### src/rtl/mips_core_pkg.sv
// mips_core_pkg: shared types and constants for the out-of-order MIPS core
package mips_core_pkg;
  typedef logic [5:0] PhysReg;
  typedef logic [4:0] ActiveListIndex;
  typedef enum logic [1:0] {AL_IDLE, AL_WALK, AL_DONE} ActiveListState;
  localparam int ACTIVE_LIST_DEPTH = 32;
endpackage

### src/rtl/active_list.sv
// active_list: in-order retirement buffer with flush walk-back for rename recovery
// Ports: alloc_* allocate at tail (alloc_ready/alloc_index report availability and slot),
// wb_* mark an entry done, commit_* retire the head and free its old tag,
// flush_req/flush_instr_id squash younger entries, restore_* replay old mappings
// youngest-first, flushing/end_flush report the walk, count is occupancy.
module active_list
  import mips_core_pkg::*;
#(
  parameter int DEPTH = ACTIVE_LIST_DEPTH,
  parameter int PHYS_REGS = 64,
  parameter int ID_WIDTH = 32,
  localparam int IW = $clog2(DEPTH),
  localparam int PW = $clog2(PHYS_REGS)
) (
  input  logic                clk,
  input  logic                rst,
  input  logic                alloc_valid,
  input  logic                alloc_uses_rw,
  input  logic [4:0]          alloc_arch_rw,
  input  logic [PW-1:0]       alloc_new_phys,
  input  logic [PW-1:0]       alloc_old_phys,
  input  logic [ID_WIDTH-1:0] alloc_instr_id,
  output logic                alloc_ready,
  output logic [IW-1:0]       alloc_index,
  input  logic                wb_valid,
  input  logic [IW-1:0]       wb_index,
  input  logic                flush_req,
  input  logic [ID_WIDTH-1:0] flush_instr_id,
  output logic                commit_valid,
  output logic                commit_free_valid,
  output logic [PW-1:0]       commit_old_phys,
  output logic                restore_valid,
  output logic [4:0]          restore_arch,
  output logic [PW-1:0]       restore_phys,
  output logic [PW-1:0]       restore_free_phys,
  output logic                flushing,
  output logic                end_flush,
  output logic [IW:0]         count
);
  ActiveListState r_state;
  logic [IW-1:0] r_head, r_tail;
  logic [IW:0] r_count;
  logic [ID_WIDTH-1:0] r_fid;
  logic [DEPTH-1:0] r_done;
  logic r_uses [DEPTH];
  logic [4:0] r_arch [DEPTH];
  logic [PW-1:0] r_new [DEPTH];
  logic [PW-1:0] r_old [DEPTH];
  logic [ID_WIDTH-1:0] r_id [DEPTH];
  logic w_idle, w_ready, w_alloc, w_commit, w_squash, w_wb_occ;
  logic [IW-1:0] w_e, w_off;
  logic [ID_WIDTH-1:0] w_fid_min;
  always_comb begin
    w_idle = r_state == AL_IDLE;
    w_e = r_tail - 1'b1;
    w_off = wb_index - r_head;
    // occupancy MSB set means exactly DEPTH entries held
    w_ready = !r_count[IW] && w_idle && !flush_req;
    w_alloc = alloc_valid && w_ready;
    w_commit = w_idle && !flush_req && (r_count != '0) && r_done[r_head];
    w_squash = (r_state == AL_WALK) && (r_count != '0) && (r_id[w_e] > r_fid);
    // offset from head below occupancy means the slot holds a live entry
    w_wb_occ = {1'b0, w_off} < r_count;
    w_fid_min = flush_instr_id < r_fid ? flush_instr_id : r_fid;
  end
  assign alloc_ready = w_ready;
  assign alloc_index = r_tail;
  assign commit_valid = w_commit;
  assign commit_free_valid = w_commit && r_uses[r_head];
  assign commit_old_phys = w_commit ? r_old[r_head] : '0;
  assign restore_valid = w_squash && r_uses[w_e];
  assign restore_arch = restore_valid ? r_arch[w_e] : '0;
  assign restore_phys = restore_valid ? r_old[w_e] : '0;
  assign restore_free_phys = restore_valid ? r_new[w_e] : '0;
  assign flushing = r_state == AL_WALK;
  // a new flush arriving in DONE restarts the walk instead of completing
  assign end_flush = (r_state == AL_DONE) && !flush_req;
  assign count = r_count;
  always_ff @(posedge clk or posedge rst) begin
    if (rst) begin
      r_state <= AL_IDLE;
      r_head <= '0;
      r_tail <= '0;
      r_count <= '0;
      r_fid <= '0;
    end else begin
      r_head <= w_commit ? r_head + 1'b1 : r_head;
      r_tail <= w_alloc ? r_tail + 1'b1 : w_squash ? w_e : r_tail;
      r_count <= r_count + {{IW{1'b0}}, w_alloc} - {{IW{1'b0}}, w_commit | w_squash};
      // a flush during the walk may lower fid, so keep walking rather than finish
      r_state <= w_idle ? (flush_req ? AL_WALK : AL_IDLE)
               : (r_state == AL_WALK) ? ((w_squash || flush_req) ? AL_WALK : AL_DONE)
               : (flush_req ? AL_WALK : AL_IDLE);
      r_fid <= flush_req ? (w_idle ? flush_instr_id : w_fid_min) : r_fid;
    end
  end
  always_ff @(posedge clk or posedge rst) begin
    if (rst) begin
      r_done <= '0;
    end else begin
      if (wb_valid && w_wb_occ) r_done[wb_index] <= 1'b1;
      if (w_commit) r_done[r_head] <= 1'b0;
      if (w_squash) r_done[w_e] <= 1'b0;
      if (w_alloc) r_done[r_tail] <= 1'b0;
    end
  end
  always_ff @(posedge clk) begin
    if (w_alloc) begin
      r_uses[r_tail] <= alloc_uses_rw;
      r_arch[r_tail] <= alloc_arch_rw;
      r_new[r_tail] <= alloc_new_phys;
      r_old[r_tail] <= alloc_old_phys;
      r_id[r_tail] <= alloc_instr_id;
    end
  end
endmodule

### config.mk
export PLATFORM = sky130hd
export DESIGN_NAME = active_list
export DESIGN_NICKNAME = d
export VERILOG_FILES = /design/src/rtl/mips_core_pkg.sv /design/src/rtl/active_list.sv
export SDC_FILE = /design/constraint.sdc
export NUM_CORES = 2
export LEC_CHECK = 0
export BUFFER_PORTS_ARGS = -buffer_cell sky130_fd_sc_hd__buf_2
export CAP_MARGIN = 25
export CORE_MARGIN = 1
export CORE_UTILIZATION = 25
export CTS_BUF_LIST = sky130_fd_sc_hd__clkbuf_8
export CTS_CLUSTER_DIAMETER = 50
export DETAILED_ROUTE_END_ITERATION = 8
export GPL_TIMING_DRIVEN = 0
export MAX_ROUTING_LAYER = met4
export PLACE_DENSITY = 0.49
export REMOVE_ABC_BUFFERS = 1
export SETUP_SLACK_MARGIN = 0.1
export SYNTH_ARGS = -nofsm -noshare
export SYNTH_HDL_FRONTEND = slang
export SYNTH_SLANG_ARGS = --single-unit
export TNS_END_PERCENT = 1
### constraint.sdc
create_clock -name clk -period 14.1 [get_ports clk]
set_input_delay 2.82 -clock clk [delete_from_list [all_inputs] [get_ports clk]]
set_output_delay 2.82 -clock clk [all_outputs]
set_load 0.05 [all_outputs]
==> results.sh <==
export IMPL_rows=192
export IMPL_slew_violations=0
export IMPL_dieArea_sq_mm=0.277
export IMPL_grt_pass1_wl_mm=304
export IMPL_detail_route_wirelength_mm=218
export IMPL_timing_critical_path_arrival_ns=8.97
export IMPL_run_status="finished, final reports clean"
export IMPL_dpl_cells=7141
export IMPL_cts_root_buf="sky130_fd_sc_hd__clkbuf_8"
export IMPL_boundaryPins=132
export IMPL_crit_path_start_kind="flop"
export IMPL_tritoncts="yes"
export IMPL_syn_avg_cell_area_sq_um=19.9
export IMPL_critPathMaxStageDelay_ns=0.92
export IMPL_timing_worst_slew_pin_value_ns=1.13
export IMPL_min_tclk_post_route_ns=11.79
export IMPL_hold_viol_final=0
export IMPL_drt_vias_per_instance=4.99
export IMPL_die_w_um=527
export IMPL_finalCritPeriodShare=0.836
export IMPL_detailed_place_hpwl_mm=136
export IMPL_number_of_synthesized_register_bits=1682
export IMPL_cts_hold_repair_buffers=0
export IMPL_clkSinkCount=1682
export IMPL_design_power_total_mw=17.2
export IMPL_nNetsFinal=4045
export IMPL_grt_start_max_net_pins=56
export IMPL_tns_ns=0
export IMPL_yosysUniqueCellTypes=79
export IMPL_dr_total_vias=38300
export IMPL_initial_util=0.251
export IMPL_clockBufferDepth=4
export IMPL_hold_class="flop to flop"
export IMPL_asyncSetResetFlopFracSynth=0.0488
export IMPL_category_of_the_critical_setup_timing_path="flop to output pin"
export IMPL_grt_overflow_total=0
export IMPL_post_synth_inst_count=3455
export IMPL_cts_clk_slew_worst_paths_ns=0.06
export IMPL_synth_yosys_warnings=0
export IMPL_detail_route_antenna_nets=0
export IMPL_synthesis_area_sq_mm=0.0688
export IMPL_max_clock_freq_mhz=84.8
export IMPL_port_bufs=131
export IMPL_htree_num_levels=5
export IMPL_hold_ws_ns=0.576
export IMPL_finalWeightedCongestion=0.785
export IMPL_fp_coreArea_sq_mm=0.274
export IMPL_synth_edff_count=1600
export IMPL_hold_critical_path_depth=1
export IMPL_layout_cells_non_filler=7673
export IMPL_ys_dominant_reg_cell="sky130_fd_sc_hd__edfxtp_1"
export IMPL_drc_viols=0
export IMPL_rsz0062_at_grt="no"
export IMPL_crit_slowest_cell="sky130_fd_sc_hd__nor4_1"
export IMPL_total_of_cells_resized_after_clock_tree_synthesis=0
export IMPL_r2r_cells=26
export IMPL_worst_ir_drop_vdd_uv=246
export IMPL_cts_buffers=305
export IMPL_critical_path_cell_chain="inv_1, ha_1, nor3b_4, xnor2_4, buf_12, nand3_4, buf_12, o22ai_1, nor4_1, ha_1, nand4_1, or3_1, a21o_1, a311oi_2, buf_8, o211ai_4, buf_12, nor3_1, buf_2"
export IMPL_power_density_mw_per_mm2=208
export IMPL_worst_clock_skew_ns=0.0681
export IMPL_timing_critical_path_mode_cell="sky130_fd_sc_hd__buf_12"
export IMPL_max_slew_margin=0.225
export IMPL_number_of_antenna_violations_at_the_first_check_in_global_routing=40
export IMPL_post_cts_repair_setup_buffers=0
export IMPL_detailedRoute_firstIterationViolations=4112
export IMPL_grt_usage=0.159
export IMPL_ys_seq_area_frac=0.728
export IMPL_drive_above_1_share=0.296
export IMPL_avgRoutedWirePerCell_um=28.4
export IMPL_max_cap_violations=0
export IMPL_layout_filler_cell_count=26400
export IMPL_first_global_vias=38700
export IMPL_p_leak_nw=26.3
export IMPL_setup_violations_final=0
export IMPL_dieHeight_um=527
export IMPL_crit_fanout=33
export IMPL_timing_critical_path_required_ns=11.28
export IMPL_crit_path_end_kind="output pin"
export IMPL_worstSkewPairLatency_ns=1.00
export IMPL_first_pass_iters=5
export IMPL_area_growth_syn_to_layout_pct=20.0
[final timing paths]
path	from	endpoint	slack (ns)
setup / recovery	alloc_index[0]	restore_arch[4]	2.31
hold / removal	count[0]	count[0]	0.58
setup reg to reg	alloc_index[0]	count[4]	5.22
hold reg to reg	count[0]	count[0]	0.58
max in group asynchronous	rst	r_head[0]	11.48
min in group asynchronous	rst	r_fid[11]	1.93
[cell families after synthesis]
family,count (synthesis),synth area share
flops,1682,0.728
compound gates,463,0.0464
xor+xnor,17,0.00249
simple gates,463,0.0338
fa+ha+maj,90,0.0166
buf+inv,270,0.0190
mux,470,0.153
[cell usage in the layout (no fill, tap or decap), types with 35 or more instances in the layout]
master                        n
sky130_fd_sc_hd__a21oi_1     62
sky130_fd_sc_hd__a22oi_1     37
sky130_fd_sc_hd__buf_12      89
sky130_fd_sc_hd__buf_16      65
sky130_fd_sc_hd__buf_2      138
sky130_fd_sc_hd__clkbuf_8   319
sky130_fd_sc_hd__clkinv_1    67
sky130_fd_sc_hd__dfrtp_1     79
sky130_fd_sc_hd__edfxtp_1  1600
sky130_fd_sc_hd__ha_1        87
sky130_fd_sc_hd__inv_1      152
sky130_fd_sc_hd__mux4_2     467
sky130_fd_sc_hd__nand2_1    107
sky130_fd_sc_hd__nand3_1     96
sky130_fd_sc_hd__nor2_1      77
sky130_fd_sc_hd__o211ai_1    35
sky130_fd_sc_hd__o22ai_1    184
[synthesized netlist by cell type (all sizes together) (5+ instances only)]
master   instances  area (sq um)
nor3            29           145
o22ai          184          1150
nand2          108           408
a2111oi          5          68.8
o211ai          36           284
mux4           467         10500
xor2             5          51.3
o311ai          13           114
dfrtp           82          2050
a21o            13          97.6
buf            121           746
nor2b            8          50.1
nand4           16           100
nand2b           5          31.3
o21ai           19          98.9
edfxtp        1600         48000
inv             58           218
or4             18           143
a211oi           6          50.1
o21a             5          37.5
a31oi           15          93.8
o31ai            5          42.5
nand3          104           561
a22oi           37           278
nor2           109           409
a311oi          33           295
a21oi           64           324
nor4            33           225
a32oi            5          43.8
ha              88          1100
nor3b            9          78.8
xnor2           12           120
and2             6          37.5
clkbuf          91           343
[critical path, delay by kind of cell, from the launching register on]
family / cells / cell delay [ns]
adder cells (fa/ha/maj): 2 / 0.91
AO/OA/AOI/OAI: 4 / 0.99
XOR/XNOR: 1 / 0.33
AND/OR/NAND/NOR: 6 / 3.15
flip-flops: 1 / 0.75
buffers and inverters: 6 / 1.74
[metrics by stage]
stage / area, sq um / worst slack [ns] / utilization
2_1_floorplan: 67700 / -18.10 / -
3_3_place_gp: 72800 / -38.43 / 0.266
3_5_place_dp: 77100 / 3.21 / 0.282
4_1_cts: 82400 / 2.11 / 0.301
5_1_grt: 82500 / 2.02 / 0.302
6_report: 82500 / 2.31 / 0.302
[final cells by class]
| class | count | area [sq um] | share of cell area |
|---|---|---|---|
| flip-flops and latches | 1682 | 50100 | 0.607 |
| multi-input cells | 1503 | 17800 | 0.215 |
| repair buffers | 313 | 4540 | 0.0550 |
| well taps | 3589 | 4490 | 0.0544 |
| clock buffers | 319 | 4390 | 0.0532 |
| clock inverters | 191 | 948 | 0.0115 |
| inverters | 58 | 220 | 0.00267 |
| diodes | 18 | 45.0 | 0.000546 |
[layer usage]
metal,track usage,part of all wire,vias to the layer above
met1,0.219,0.44,20600
met2,0.237,0.46,1773
met4,0.0419,0.024,0
met5,-,0,-
met3,0.0345,0.077,421
li1,-,-,15500
[flip-flops by register name, summed over array words and instances, names as in the netlist]
signal,flops
r_id,1024
r_arch,160
r_head,5
r_state,2
r_uses,32
count,6
r_fid,32
r_done,32
r_old,192
r_new,192
alloc_index,5
[where the power goes]
| part | internal [mW] | leakage (nW) | switching, mW | total, mW |
|---|---|---|---|---|
| Clock | 2.20 | 3.08 | 1.99 | 4.19 |
| Combinational | 2.95 | 7.86 | 4.24 | 7.19 |
| Sequential | 5.62 | 15.4 | 0.179 | 5.80 |
| Total | 10.8 | 26.3 | 6.41 | 17.2 |
Power figures use the tool's default switching activity.
